[src/rtl/oam_dma_arbiter_pkg.sv]
// Shared definitions for the OAM DMA arbiter: the DMA state encoding, the fixed
// bus addresses and small address/state helpers.
package oam_dma_arbiter_pkg;

  // DMA sequencer states, in the order one byte moves through them.
  typedef enum logic [2:0] {
    DMA_IDLE  = 3'd0,
    DMA_SETUP = 3'd1,
    DMA_READ  = 3'd2,
    DMA_CAPT  = 3'd3,
    DMA_WRITE = 3'd4,
    DMA_DONE  = 3'd5
  } dma_state_e;

  // A CPU write here starts a transfer; the data byte is the source page.
  localparam logic [15:0] DMA_REG_ADDR  = 16'hFF46;
  // First OAM byte written by the DMA.
  localparam logic [15:0] DMA_DEST_BASE = 16'hFE00;
  // Lowest CPU address still served while a transfer runs (through FFFF).
  localparam logic [15:0] HRAM_BASE     = 16'hFF80;
  // Default number of bytes per transfer.
  localparam int          DMA_LENGTH_DEFAULT = 160;

  // The DMA owns the bus from SETUP through WRITE; DONE behaves like IDLE.
  function automatic logic dma_is_busy(input dma_state_e s);
    return s inside {DMA_SETUP, DMA_READ, DMA_CAPT, DMA_WRITE};
  endfunction

  // HRAM stays reachable by the CPU during a transfer.
  function automatic logic is_hram(input logic [15:0] addr);
    return addr >= HRAM_BASE;
  endfunction

endpackage

[src/rtl/oam_dma_arbiter_sequencer.sv]
// OAM DMA sequencer: state machine, byte index, source page and the byte held
// between the read and write phases. The top level decides when to trigger
// and when the CPU steals a bus phase (stall).
module oam_dma_sequencer
  import oam_dma_arbiter_pkg::*;
#(
  parameter int DMA_LENGTH = DMA_LENGTH_DEFAULT
) (
  input  logic       clk_i,
  input  logic       rst_ni,
  input  logic       trig_i,      // start (or restart) a transfer
  input  logic [7:0] trig_src_i,  // source page for the new transfer
  input  logic       stall_i,     // CPU owns the bus during READ/WRITE
  input  logic [7:0] rd_data_i,   // MMU read data (1-cycle latency)
  output dma_state_e state_o,
  output logic [7:0] index_o,
  output logic [7:0] src_o,
  output logic [7:0] byte_o
);

  localparam logic [7:0] LAST_IDX = 8'(DMA_LENGTH - 1);

  dma_state_e state_q, state_d;
  logic [7:0] index_q, index_d;
  logic [7:0] src_q,   src_d;
  logic [7:0] byte_q,  byte_d;

  // State and datapath registers; reset aborts any transfer immediately.
  // NOTE: sequential state uses non-blocking assignments so every register
  // samples the pre-edge values, independent of statement order.
  always_ff @(posedge clk_i or negedge rst_ni) begin
    if (!rst_ni) begin
      state_q <= DMA_IDLE;
      index_q <= '0;
      src_q   <= '0;
      byte_q  <= '0;
    end else begin
      state_q <= state_d;
      index_q <= index_d;
      src_q   <= src_d;
      byte_q  <= byte_d;
    end
  end

  // Next-state logic: three bus phases per byte, holding on a stall.
  // NOTE: every signal gets its hold value first so no path leaves it
  // unassigned, which keeps this block free of inferred latches.
  always_comb begin
    state_d = state_q;
    index_d = index_q;
    src_d   = src_q;
    byte_d  = byte_q;
    if (trig_i) begin
      src_d   = trig_src_i;
      index_d = '0;
      state_d = DMA_SETUP;
    end else begin
      case (state_q)
        DMA_IDLE: state_d = DMA_IDLE;
        DMA_SETUP: begin
          index_d = '0;
          state_d = DMA_READ;
        end
        DMA_READ: begin
          if (!stall_i) state_d = DMA_CAPT;
        end
        DMA_CAPT: begin
          byte_d  = rd_data_i;
          state_d = DMA_WRITE;
        end
        DMA_WRITE: begin
          if (!stall_i) begin
            if (index_q == LAST_IDX) begin
              state_d = DMA_DONE;
            end else begin
              index_d = index_q + 8'd1;
              state_d = DMA_READ;
            end
          end
        end
        DMA_DONE: state_d = DMA_IDLE;
        default:  state_d = DMA_IDLE;
      endcase
    end
  end

  assign state_o = state_q;
  assign index_o = index_q;
  assign src_o   = src_q;
  assign byte_o  = byte_q;

endmodule

[src/rtl/oam_dma_arbiter.sv]
// OAM DMA arbiter: sole master of the MMU bus. Passes CPU accesses through
// when no transfer runs; during a transfer only HRAM is served to the CPU and
// everything else is blocked (writes dropped, reads return FF).
// Optional feature macro: OAM_DMA_RESTART_EN -- a CPU write to the DMA register
// during a transfer restarts it from the new source instead of being ignored.
module oam_dma_arbiter
  import oam_dma_arbiter_pkg::*;
#(
  parameter int DMA_LENGTH = DMA_LENGTH_DEFAULT
) (
  input  logic        iClock,
  input  logic        iReset_n,
  input  logic [15:0] iCpuAddr,
  input  logic [7:0]  iCpuData,
  input  logic        iCpuWe,
  input  logic        iCpuRe,
  output logic [7:0]  oCpuData,
  output logic [15:0] oMmuAddr,
  output logic [7:0]  oMmuData,
  output logic        oMmuWe,
  input  logic [7:0]  iMmuData,
  output logic        oDmaBusy,
  output logic        oDmaDone
);

  dma_state_e dma_state;
  logic [7:0] dma_index;
  logic [7:0] dma_src;
  logic [7:0] dma_byte;

  logic dma_busy;
  logic cpu_hram;
  logic cpu_owns_bus;
  logic reg_write;
  logic trig_idle;
  logic trig_busy;
  logic dma_stall;

  logic rd_pend_q, rd_pend_d;  // CPU read served last cycle
  logic blk_rd_q,  blk_rd_d;   // CPU read blocked last cycle

  assign dma_busy  = dma_is_busy(dma_state);
  assign cpu_hram  = is_hram(iCpuAddr);
  assign reg_write = iCpuWe && (iCpuAddr == DMA_REG_ADDR);

  // HRAM accesses win over the DMA; in READ/WRITE the DMA then holds.
  assign cpu_owns_bus = dma_busy && (iCpuWe || iCpuRe) && cpu_hram;
  assign dma_stall    = cpu_owns_bus &&
                        ((dma_state == DMA_READ) || (dma_state == DMA_WRITE));

  // DONE follows IDLE rules, so a trigger there is honoured.
  assign trig_idle = !dma_busy && reg_write;
`ifdef OAM_DMA_RESTART_EN
  assign trig_busy = dma_busy && reg_write;
`else
  assign trig_busy = 1'b0;
`endif

  oam_dma_sequencer #(
    .DMA_LENGTH (DMA_LENGTH)
  ) u_seq (
    .clk_i      (iClock),
    .rst_ni     (iReset_n),
    .trig_i     (trig_idle || trig_busy),
    .trig_src_i (iCpuData),
    .stall_i    (dma_stall),
    .rd_data_i  (iMmuData),
    .state_o    (dma_state),
    .index_o    (dma_index),
    .src_o      (dma_src),
    .byte_o     (dma_byte)
  );

  // Bus mux: CPU pass-through unless the DMA owns this cycle.
  always_comb begin
    oMmuAddr = iCpuAddr;
    oMmuData = iCpuData;
    oMmuWe   = iCpuWe;
    if (dma_busy && !cpu_owns_bus) begin
      // Blocked CPU accesses never reach the MMU; idle DMA phases park
      // the address on the source byte with the write enable low.
      oMmuAddr = {dma_src, dma_index};
      oMmuData = dma_byte;
      oMmuWe   = 1'b0;
      if (dma_state == DMA_WRITE) begin
        oMmuAddr = DMA_DEST_BASE + {8'h00, dma_index};
        // A restart abandons the byte that was about to be written.
        oMmuWe   = !trig_busy;
      end
    end
  end

  // Classify this cycle's CPU read as served or blocked.
  always_comb begin
    rd_pend_d = iCpuRe && (!dma_busy || cpu_hram);
    blk_rd_d  = iCpuRe && dma_busy && !cpu_hram;
  end

  // Read-tracking flags, one cycle behind the request like the MMU data.
  always_ff @(posedge iClock or negedge iReset_n) begin
    if (!iReset_n) begin
      rd_pend_q <= 1'b0;
      blk_rd_q  <= 1'b0;
    end else begin
      rd_pend_q <= rd_pend_d;
      blk_rd_q  <= blk_rd_d;
    end
  end

  // Blocked reads and idle cycles present FF; served reads show MMU data.
  assign oCpuData = (blk_rd_q || !rd_pend_q) ? 8'hFF : iMmuData;

  assign oDmaBusy = dma_busy;
  assign oDmaDone = (dma_state == DMA_DONE);

endmodule

[config.mk]
export PLATFORM = sky130hd
export DESIGN_NAME = oam_dma_arbiter
export DESIGN_NICKNAME = d
export VERILOG_FILES = /design/src/rtl/oam_dma_arbiter_pkg.sv /design/src/rtl/oam_dma_arbiter_sequencer.sv /design/src/rtl/oam_dma_arbiter.sv
export SDC_FILE = /design/constraint.sdc
export NUM_CORES = 1
export LEC_CHECK = 0
export ABC_AREA = 1
export BUFFER_PORTS_ARGS = -buffer_cell sky130_fd_sc_hd__buf_2
export CELL_PAD_IN_SITES_DETAIL_PLACEMENT = 0
export CELL_PAD_IN_SITES_GLOBAL_PLACEMENT = 1
export CORE_UTILIZATION = 30
export CTS_CLUSTER_SIZE = 14
export DETAILED_ROUTE_END_ITERATION = 10
export PLACE_DENSITY = 0.8
export RECOVER_POWER = 100
export SETUP_SLACK_MARGIN = 0.15
export SYNTH_ARGS = -nofsm -noshare
export SYNTH_HDL_FRONTEND = slang
export SYNTH_HIERARCHICAL = 1
export SYNTH_SLANG_ARGS = --single-unit
[constraint.sdc]
create_clock -name iClock -period 2.5 [get_ports iClock]
set_input_delay 0.75 -clock iClock [delete_from_list [all_inputs] [get_ports iClock]]
set_output_delay 0.75 -clock iClock [all_outputs]
set_load 0.02 [all_outputs]
==> flow_metrics.py <==
metrics = {
    "status": {
        "status": "complete, but fails checks",
        "failed_checks": "max-capacitance violations, max-slew violations, negative setup slack",
    },
    "cells_and_area": {
        "nNetsFinal": 453,
        "antennaDiodeCount": 0,
        "area_delta_synth_final_pct": 57.3,
        "layout_common_cells": "nand2_1 (133), buf_6 (37), dfrtp_1 (27)",
        "fillers": 689,
        "multi_input_area_mm2": 0.00140,
        "drive_gt1_frac": 0.386,
        "mostFrequentLayoutCell": "nand2_1",
        "finish.utilization": 0.491,
        "ff_latch_area_um2": 728,
    },
    "drt": {
        "drt_wl_total_mm": 6.24,
        "drc": 0,
        "via_per_inst": 4.57,
        "antenna_left": 0,
        "vias": 2344,
        "firstDrtPassIters": 4,
        "routedWlPerCell_um": 12.2,
        "detail_route.iter0.violations": 120,
    },
    "yosys": {
        "ys_types": 32,
        "avgSynthCellArea_um2": 6.58,
        "syn_area_mm2": 0.00212,
        "yosysSeqAreaShare": 0.342,
        "synth_warnings": 6,
        "ys_ff_latch": 29,
        "netlist_instances": 322,
        "syn-num-nets": 359,
    },
    "grt": {
        "grt_pass1_wl_mm": 10.7,
        "grt_usage": 0.182,
        "grt_start_max_net_pins": 30,
        "grt_overflow": 0,
        "grt_pass1_vias": 2229,
        "grt_antenna_before_repair": 0,
    },
    "floorplan": {
        "num_rows": 30,
        "core_mm2": 0.00679,
        "start_util": 0.312,
        "fp.dieH_um": 86.1,
        "io_pins": 71,
        "dieArea_mm2": 0.00741,
        "die_x_um": 86.1,
    },
    "cts": {
        "cts_buffers": 5,
        "root_buffer": "clkbuf_8",
        "ctsLongestPathBuffers": 2,
        "cts_tree": "done",
        "cts_sinks": 29,
        "clk_pin_slew_ns": 0.06,
        "htree_levels": 2,
        "clk-insertion-delay-late_ns": 0.28,
    },
    "critical_path": {
        "worstPathRequired_ns": 1.75,
        "cp-end-kind": "output port",
        "rr_startpoint": "u_seq/state_o[1]",
        "crit_chain": "buf_6 -> or2_4 -> nand4_4 -> buf_12 -> buf_12 -> nand3_2 -> nand2_2 -> buf_6",
        "max_stage_delay_ns": 0.25,
        "crit_type": "in2out",
        "path_max_fanout": 7,
        "worstSetupStartpointType": "input pin",
        "cp.arrival_ns": 1.77,
        "crit_start": "iCpuWe",
        "slowest_stage": "or2_4",
        "r2r_cells": 11,
    },
    "place": {
        "portBuffers": 70,
        "dp_hpwl_mm": 4.18,
        "place_congestion": 0.832,
    },
    "timing": {
        "slew_viol_final": 30,
        "relSlewSlack": -0.0513,
        "timing.final.ws_setup_ns": -0.0205,
        "rsz0062_at_grt": "yes",
        "hold_viol": 0,
        "period_share": 1.01,
        "skew_ns": 0.00646,
        "fmax_mhz": 397,
        "period_minus_slack_ns": 2.52,
        "setup_viol": 9,
        "tightest_slew_ns": 1.58,
    },
    "min_path": {
        "hold_start": "u_seq/src_o[2]",
        "min_path_type": "reg2reg",
        "holdPathStages": 2,
    },
    "pwr": {
        "power_mw": 3.52,
        "power_density_mw_per_mm2": 1060,
        "irDropWorstVdd_v": 0.000327,
        "power_leakage_nw": 1.73,
    },
    "run": {
        "maxCapViolCount": 1,
    },
}
-- logic make-up (layout without fill, tap and decap cells) --
group                    after synthesis  in the layout  share of synthesized area
AO/OA/AOI/OAI                          9              9                     0.0337
buffers and inverters                 41            135                     0.0950
flip-flops                            29             29                      0.342
AND/OR/NAND/NOR                      242            243                      0.523
adder cells (fa/ha/maj)                1              1                    0.00590
-- worst paths after layout --
kind                                         end  slack, ns
worst max-delay path                 oMmuAddr[4]      -0.02
worst min-delay path              u_seq/src_o[2]       0.47
worst max register to register   u_seq/byte_o[2]       0.17
worst min register to register    u_seq/src_o[2]       0.47
max in group asynchronous       u_seq/state_o[2]       0.61
min in group asynchronous       u_seq/index_o[4]       0.86
-- metrics by stage --
step	TNS [ns]	hold WS, ns	cells	worst slack [ns]	instance area, um2
2_1_floorplan	0	0.434	322	0.171	2120
3_3_place_gp	-0.0211	0.450	492	-0.0101	2630
3_5_place_dp	-0.107	0.454	492	-0.0177	2630
4_1_cts	0	0.470	512	0.0138	3320
5_1_grt	-1.35	0.485	513	-0.0713	3330
6_report	-0.116	0.474	513	-0.0205	3330
-- metal layers --
layer / global-route usage / vias to the layer above / part of all wire
li1: - / 1202 / -
met1: 0.240 / 1073 / 0.46
met2: 0.309 / 65 / 0.48
met3: 0.0250 / 4 / 0.048
met4: 0.0591 / 0 / 0.012
met5: 0 / - / 0
-- timing repair --
item,CTS,global route
endpoints found under the setup margin,25,26
hold buffers,0,0
gates resized for setup,102,13
cloned,4,0
pin swaps,33,5
buffers inserted,8,1
-- worst max-delay path: cells and delay by family --
kind / cells / cell delay (ns)
AND/OR/NAND/NOR: 4 / 0.52
buffers and inverters: 4 / 0.50
-- area by class of cell --
class / count / area share
Multi-Input combinational cell: 253 / 0.419
Timing Repair Buffer: 96 / 0.255
Sequential cell: 29 / 0.218
Inverter: 31 / 0.0364
Tap cell: 96 / 0.0360
Clock buffer: 7 / 0.0259
Clock inverter: 1 / 0.00901
-- report_power, final --
part | total (mW) | switching (mW) | internal, mW | leakage, nW
Combinational | 2.35 | 1.34 | 1.01 | 1.29
Clock | 0.504 | 0.180 | 0.325 | 0.0585
Sequential | 0.671 | 0.0911 | 0.580 | 0.383
Total | 3.52 | 1.61 | 1.92 | 1.73
-- synthesized netlist by cell type (all sizes together) --
library cell / count / area, um2
clkinv: 1 / 8.76
nand2: 155 / 624
o21bai: 1 / 7.51
o211ai: 1 / 12.5
or2: 8 / 50.1
dfrtp: 29 / 726
and2: 1 / 8.76
nand3: 45 / 238
a21oi: 4 / 35.0
nor4: 1 / 6.26
nor3: 3 / 26.3
ha: 1 / 12.5
o21ai: 2 / 10.0
nor2: 23 / 101
nor3b: 1 / 7.51
clkbuf: 1 / 3.75
buf: 9 / 76.3
a31oi: 1 / 6.26
nand4: 5 / 46.3
inv: 30 / 113
-- flip-flops by register name, summed over array words and instances (netlist names) --
register and cells:
blk_rd_q 1, rd_pend_q 1, u_seq/byte_o 8, u_seq/index_o 8
u_seq/src_o 8, u_seq/state_o 3
Power figures use the tool's default switching activity.
